--- src/rtl/mc_ctrl.sv ---
// Moore FSM controller for the multi-cycle MIPS datapath. It sequences the shared ALU
// and the shared memory, and guards every memory handshake with an optional timeout.
module mc_ctrl #(
    parameter int unsigned MEM_TIMEOUT = 255
) (
    input  logic       clk,
    input  logic       rst,
    input  logic [5:0] op,
    input  logic       mem_ready,
    output logic       mem_en,
    output logic       iord,
    output logic       memwrite,
    output logic       irwrite,
    output logic       pcwrite,
    output logic       branch,
    output logic [1:0] pcsrc,
    output logic       alusrca,
    output logic [1:0] alusrcb,
    output logic [1:0] aluop,
    output logic       regdst,
    output logic       memtoreg,
    output logic       regwrite,
    output logic       instr_done,
    output logic       illegal_op,
    output logic       err_timeout,
    output logic [3:0] state
);

    localparam logic [3:0] S_RESET  = 4'd0;
    localparam logic [3:0] S_FETCH  = 4'd1;
    localparam logic [3:0] S_DECODE = 4'd2;
    localparam logic [3:0] S_MEMADR = 4'd3;
    localparam logic [3:0] S_MEMRD  = 4'd4;
    localparam logic [3:0] S_MEMWB  = 4'd5;
    localparam logic [3:0] S_MEMWR  = 4'd6;
    localparam logic [3:0] S_RTEX   = 4'd7;
    localparam logic [3:0] S_ALUWB  = 4'd8;
    localparam logic [3:0] S_BEQ    = 4'd9;
    localparam logic [3:0] S_ADDIEX = 4'd10;
    localparam logic [3:0] S_ADDIWB = 4'd11;
    localparam logic [3:0] S_JUMP   = 4'd12;

    localparam logic [5:0] OP_RTYPE = 6'b000000;
    localparam logic [5:0] OP_LW    = 6'b100011;
    localparam logic [5:0] OP_SW    = 6'b101011;
    localparam logic [5:0] OP_BEQ   = 6'b000100;
    localparam logic [5:0] OP_ADDI  = 6'b001000;
    localparam logic [5:0] OP_J     = 6'b000010;

    localparam bit         TIMEOUT_EN = (MEM_TIMEOUT != 0);
    // The counter reaches MEM_TIMEOUT on the edge that ends this count.
    localparam logic [7:0] WAIT_LAST  = 8'(MEM_TIMEOUT - 1);

    logic [3:0] next_state;
    logic [7:0] wait_cnt;
    logic [7:0] wait_cnt_next;
    logic       timeout;
    logic       access_entry;

    assign timeout = TIMEOUT_EN && mem_en && !mem_ready && (wait_cnt == WAIT_LAST);

    // NOTE: every always_comb output gets a default first so no path infers a latch.
    always_comb begin
        next_state = state;
        case (state)
            S_RESET:  next_state = S_FETCH;
            S_FETCH:  if (mem_ready) next_state = S_DECODE;
            S_DECODE: begin
                case (op)
                    OP_LW, OP_SW: next_state = S_MEMADR;
                    OP_RTYPE:     next_state = S_RTEX;
                    OP_BEQ:       next_state = S_BEQ;
                    OP_ADDI:      next_state = S_ADDIEX;
                    OP_J:         next_state = S_JUMP;
                    default:      next_state = S_FETCH;
                endcase
            end
            S_MEMADR: next_state = (op == OP_LW) ? S_MEMRD : S_MEMWR;
            S_MEMRD:  if (mem_ready) next_state = S_MEMWB;
            S_MEMWR:  if (mem_ready) next_state = S_FETCH;
            S_RTEX:   next_state = S_ALUWB;
            S_ADDIEX: next_state = S_ADDIWB;
            default:  next_state = S_FETCH;
        endcase
        if (timeout) next_state = S_FETCH;
    end

    assign access_entry = (next_state != state) &&
                          ((next_state == S_FETCH) || (next_state == S_MEMRD) ||
                           (next_state == S_MEMWR));

    always_comb begin
        wait_cnt_next = wait_cnt;
        if (timeout || access_entry || (mem_en && mem_ready)) begin
            wait_cnt_next = '0;
        end else if (mem_en && !mem_ready && (wait_cnt != 8'hFF)) begin
            wait_cnt_next = wait_cnt + 8'd1;
        end
    end

    // NOTE: state registers use non-blocking assignments so every flop samples pre-edge values.
    always_ff @(posedge clk or negedge rst) begin
        if (!rst) begin
            state       <= S_RESET;
            wait_cnt    <= '0;
            err_timeout <= 1'b0;
        end else begin
            state    <= next_state;
            wait_cnt <= wait_cnt_next;
            if (timeout) err_timeout <= 1'b1;
        end
    end

    always_comb begin
        mem_en     = 1'b0;
        iord       = 1'b0;
        memwrite   = 1'b0;
        irwrite    = 1'b0;
        pcwrite    = 1'b0;
        branch     = 1'b0;
        pcsrc      = 2'b00;
        alusrca    = 1'b0;
        alusrcb    = 2'b00;
        aluop      = 2'b00;
        regdst     = 1'b0;
        memtoreg   = 1'b0;
        regwrite   = 1'b0;
        instr_done = 1'b0;
        illegal_op = 1'b0;
        case (state)
            S_FETCH: begin
                mem_en  = 1'b1;
                alusrcb = 2'b01;
                irwrite = mem_ready;
                pcwrite = mem_ready;
            end
            S_DECODE: begin
                alusrcb = 2'b11;
                if (!(op inside {OP_LW, OP_SW, OP_RTYPE, OP_BEQ, OP_ADDI, OP_J})) begin
                    illegal_op = 1'b1;
                    instr_done = 1'b1;
                end
            end
            S_MEMADR, S_ADDIEX: begin
                alusrca = 1'b1;
                alusrcb = 2'b10;
            end
            S_MEMRD: begin
                mem_en = 1'b1;
                iord   = 1'b1;
            end
            S_MEMWB: begin
                regwrite   = 1'b1;
                memtoreg   = 1'b1;
                instr_done = 1'b1;
            end
            S_MEMWR: begin
                mem_en     = 1'b1;
                iord       = 1'b1;
                memwrite   = 1'b1;
                instr_done = mem_ready;
            end
            S_RTEX: begin
                alusrca = 1'b1;
                aluop   = 2'b10;
            end
            S_ALUWB: begin
                regwrite   = 1'b1;
                regdst     = 1'b1;
                instr_done = 1'b1;
            end
            S_BEQ: begin
                alusrca    = 1'b1;
                aluop      = 2'b01;
                branch     = 1'b1;
                pcsrc      = 2'b01;
                instr_done = 1'b1;
            end
            S_ADDIWB: begin
                regwrite   = 1'b1;
                instr_done = 1'b1;
            end
            S_JUMP: begin
                pcwrite    = 1'b1;
                pcsrc      = 2'b10;
                instr_done = 1'b1;
            end
            default: ;
        endcase
    end

endmodule

--- config.mk ---
export PLATFORM = sky130hd
export DESIGN_NAME = mc_ctrl
export DESIGN_NICKNAME = d
export VERILOG_FILES = /design/src/rtl/mc_ctrl.sv
export SDC_FILE = /design/constraint.sdc
export NUM_CORES = 1
export LEC_CHECK = 0
export CAP_MARGIN = 15
export CORE_MARGIN = 2
export CORE_UTILIZATION = 42
export DETAILED_ROUTE_END_ITERATION = 16
export PLACE_DENSITY_LB_ADDON = 0.12
export SETUP_SLACK_MARGIN = 0.2
export SYNTH_ARGS = -nofsm -noshare
export SYNTH_HDL_FRONTEND = slang
export SYNTH_SLANG_ARGS = --single-unit
--- constraint.sdc ---
create_clock -name clk -period 2.5 [get_ports clk]
set_clock_uncertainty 0.15 [all_clocks]
set_input_delay 0.5 -clock clk [delete_from_list [all_inputs] [get_ports clk]]
set_output_delay 0.5 -clock clk [all_outputs]
set_load 0.02 [all_outputs]
## Word level (Yosys, flattened, before mapping)

Index checks and enable logic that the tools add are counted.

- $add $sub $neg: 1
- Reduce and logical (&&, ||, !) cells: 20
- Equal/unequal tests: 23
- Multiplexer cells: 25

Operators by type and width:

| kind | count |
|---|---|
| $pmux 4 s7 | 1 |
| $eq 4x3->1 const B | 6 |
| $eq 4x4->1 const B | 5 |
| $pmux 4 s5 | 1 |
| $mux 4 | 4 |
| $mux 8 | 2 |
| $eq 6x6->1 const B | 2 |
| $mux 1 | 11 |
| $add 8x1->8 const B | 1 |
| $eq 4x1->1 const B | 2 |
| $eq 4x2->1 const B | 2 |
| $eq 8x8->1 const B | 1 |
| $ne 8x8->1 const B | 1 |
| $pmux 2 s2 | 2 |
| $eq 6x2->1 const B | 1 |
| $eq 6x3->1 const B | 1 |
| $eq 6x4->1 const B | 1 |
| $logic_not 6->1 | 1 |
| $pmux 2 s3 | 1 |
| $reduce_bool 6->1 | 1 |
| $reduce_or 2->1 | 3 |
| $reduce_or 3->1 | 2 |
| $logic_and 1x1->1 | 5 |
| $reduce_or 5->1 | 1 |
| 8 further kinds | 11 |

- Bits of input ports: 9
- Output and inout port bits: 23
- Register bits after elaboration: 13
- Word-level logic and storage cells: 72

## Depth between registers and ports, before layout

- Depth in word-level cells: 13
- Depth in mapped cells: 6
- Gate-level depth less buffers: 6

## Least setup slack after synthesis

Ideal clock, no wire load.

- Kind: register -> output
- From: reg state[0]
- To: out pcwrite
- Cell stages (with the launch flop): 6
- Path buffers: 1
- Arrival: 1.714 ns
- Path slack: 0.136 ns
- Path through: dfrtp_1 clkbuf_1 nand2_1 nor3_1 and2_1 or2_1

- Cells in the longest elaborated chain, start to end: 2
- Elaborated cells on any way between the ends: 3
- Those cells by class: eq/ne (2); mux (1)

RTL lines:

| what | RTL line | source |
|---|---|---|
| start, declared | 26 | `output logic [3:0] state` |
| start signal, assigned | 108 | `state <= next_state;` |
| $eq 4x4->1 or $eq 4x1->1 (tied branches) | 130 | `case (state)` |
| $pmux 1 s2 (*) | 130 |  |
| end, declared | 14 | `output logic pcwrite,` |

Every way passes the cells marked *; elsewhere a longest branch is shown, timed or not.

## Worst setup path after layout

- From: in op[0]
- To: out instr_done

- Cells in the longest elaborated chain, start to end: 4
- Elaborated cells on any way between the ends: 9
- Those cells by class: eq/ne (5); mux (2); reduce/logical (2)

RTL lines:

| what | RTL line | source |
|---|---|---|
| start, declared | 8 | `input logic [5:0] op,` |
| $eq 6x6->1 (tied with other cells) | 139 | `if (!(op inside {OP_LW, OP_SW, OP_RTYPE, OP_BEQ, OP_ADDI, OP_J})) begin` |
| $reduce_bool 6->1 (*) | 139 |  |
| $mux 1 (*) | 139 |  |
| $pmux 1 s3 (*) | 130 |  |
| end, declared | 23 | `output logic instr_done,` |

Marks and branches as above.

==> metrics.txt <==
clk slew on worst S/H paths=0.07 ns; gr usage total=between 20% and 30%; H-tree Lvls=1; Crit-path slowest cell=o32a_1; Die Area=around 3200 µm²; largest net degree at the start of global routing=14; worst r2r dst=wait_cnt[7]; Vias=between 1,000 and 1,500; Synth area leaders=dfrtp_1 (28%), nor3_1 (5.2%), xor2_1 (4.5%), and2_1 (3.2%), nand4_1 (2.7%); Max FO, Critical Path=3; Max Cap Viol=0; Die W=56.7 µm; GR Layer Usage met2=between 40 and 50%; EDFF count, synth=0; share of the synthesized area in the top cell type=about 28%; clock sink total=13; vias in the first global route=roughly 1,300; register area share after synthesis=27.9%; Hold EP=err_timeout; hpwl dp=between 2000 and 2500 µm; first-pass GRT wire length=5450 µm; Fillers=approximately 200; Pwr Total=between 0.0015 and 0.002 W; CP Cell Sequence=buf_2 > or2_4 > o32a_1 > o21a_1 > a21o_1 > buf_6; Register Area=~330 µm²; # IOs=32; Final period util=roughly 92%; synth unique cells=between 40 and 50; drt drc=0; fmax=roughly 430 MHz; grt ovf=0; kind of critical path=in2out; Ant. Diodes=0; depth of the worst register-to-register path=7; worst r2r src=state[2]; grt peak-use layer=met2; area grow syn2layout=68.0%; DRT antenna net count=0; Power Density=1010 nW/µm²; slowest cell delay on critical path=0.31 ns; Slew Limit Fails=0; critical path data arrival time=around 1.7 ns; FF-to-FF setup slack=0.20 ns; Yosys top cell by area=dfrtp_1; Hold Path Class=reg2reg; GP Congestion=roughly 0.87; initial antenna violation count=0; Row Count=19; Max VDD drop=approximately 0.00087 V; cts bufs inserted=3; drt wl/cell=about 15 µm; synthesized area per cell=8.76 µm²; I/O Buffers=31; Critical Path Sink Type=output pin; routing usage on met1=between 20% and 30%; Fin. Hold Viols=0; vias per cell=5.70; CTS tree=yes; core footprint=2690 µm²; CP required=between 1.5 and 2 ns; Slew @ Worst Pin=between 0.5 and 0.6 ns; ys flop type=dfrtp_1; async set-reset flop share out of synthesis=between 90% and 100%; Cells after Synth=between 100 and 150; Yosys reg bits=13; WHS Path Cells=1; Final min period=roughly 2.3 ns; most common cell after layout, fill and taps aside=buf_4; Die H=roughly 57 µm; Synth Warn #=0; worst hold margin=around 0.31 ns; status=finished, final reports clean; Root Buffer=clkbuf_4; commonest cells after routing, fill and taps aside=buf_4 (43), dfrtp_1 (9), clkdlybuf4s50_1 (7), dlygate4sd2_1 (7); GR Util met3=under 10%; leakage=between 0.9 and 1 nW; drt pass-1 iters=4; Synthesized Nets=between 100 and 150; Setup violations, final=0; slew margin rel.=between 60% and 70%; Worst setup SP type=primary input; beginning of the worst hold path=err_timeout; RSZ-0062 raised after global routing=yes; layout cells sized above 1=47.1%; Hold-fix buffers, CTS=0; synthesized area=around 1200 µm²; drt total wl=3640 µm; area of the multi-input gates=about 890 µm²; insertion delay to the later sink of the worst-skew pair=roughly 0.28 ns; initial core utilization=~43%; fin nets=around 220; clk buf depth=2; DRT iter0 DRCs=47
## final cells by class
cell class / count / area share [%]
multi-input cells: 105 / 45.3
repair buffers: 78 / 33.3
flip-flops and latches: 13 / 16.9
well taps: 31 / 1.98
clock buffers: 4 / 1.34
inverters: 6 / 1.15
## critical path: cells and delay by family
family | cells | cell delay [ns]
AOI/OAI and AO/OA | 3 | 0.67
and+or+nand+nor | 1 | 0.25
buffers and inverters | 2 | 0.24
## per-stage QoR
stage                     cell area, µm²  cells  utilization, %  setup TNS [ns]  setup WS [ns]
after floorplan                     1170    133               -               0          0.210
after detailed placement            1670    212            62.0           -2.47         -0.607
after CTS                           1780    224            66.4               0          0.136
after global placement              1670    212            62.0           -2.04         -0.527
after global routing                1960    237            72.8               0          0.105
final                               1960    237            72.8               0          0.191
## repair_timing
item                                   CTS  global route
endpoints found under the hold margin    0             0
pin swaps                                6             6
resized for setup                       72            26
setup endpoints to repair               27            23
buffers inserted                         8            13
## layer usage
layer,up-vias,share of wire [%]
met4,0,4.1
met3,16,4.1
met1,642,38
met5,-,0
met2,51,53
li1,641,-
## state kept, by name (all words and copies together) (netlist names)
| signal | cells |
|---|---|
| err_timeout | 1 |
| state | 4 |
| wait_cnt | 8 |
## power breakdown
part	internal, W	total [W]	switching [W]
combinational	0.000771	0.00155	0.000781
clock	0.0000619	0.000129	0.0000668
sequential	0.000249	0.000299	0.0000506
## cell families after synthesis
logic type                 after synthesis  share of synthesized area (%)
adders and majority gates                2                           2.15
xor gates and xnor gates                 8                           6.02
DFF                                     13                           27.9
buffers and inverters                   15                           5.69
and+or+nand+nor                         59                           29.6
muxes                                    2                           1.72
AOI/OAI and AO/OA                       34                           26.9
## how the worst max path moves through the flow
stage / slack, ns / to / start / cells past startpoint
final: 0.19 / instr_done / op[0] / 6
after floorplan: 0.21 / regwrite / state[3] / 4
after global routing: 0.10 / regwrite / state[2] / 6
after CTS: 0.14 / mem_en / state[2] / 4
after global placement: -0.53 / instr_done / op[0] / 7
after detailed placement: -0.61 / instr_done / op[0] / 7
## synthesized netlist by cell type (2+ instances only)
master / number
and3_1: 2
a21o_1: 3
nor4_1: 2
a21oi_1: 6
buf_4: 2
o211ai_1: 2
and2_1: 6
nand2b_1: 4
inv_1: 6
nor2_1: 6
nor3_1: 12
nand4_1: 5
or2_1: 2
nand2_1: 7
ha_1: 2
xnor2_1: 2
mux2i_1: 2
nand3_1: 4
o21ai_0: 3
buf_2: 2
xor2_1: 6
nor2b_1: 2
dfrtp_1: 13
clkbuf_1: 5
o21a_1: 4
(Power assumes the default switching activity.)
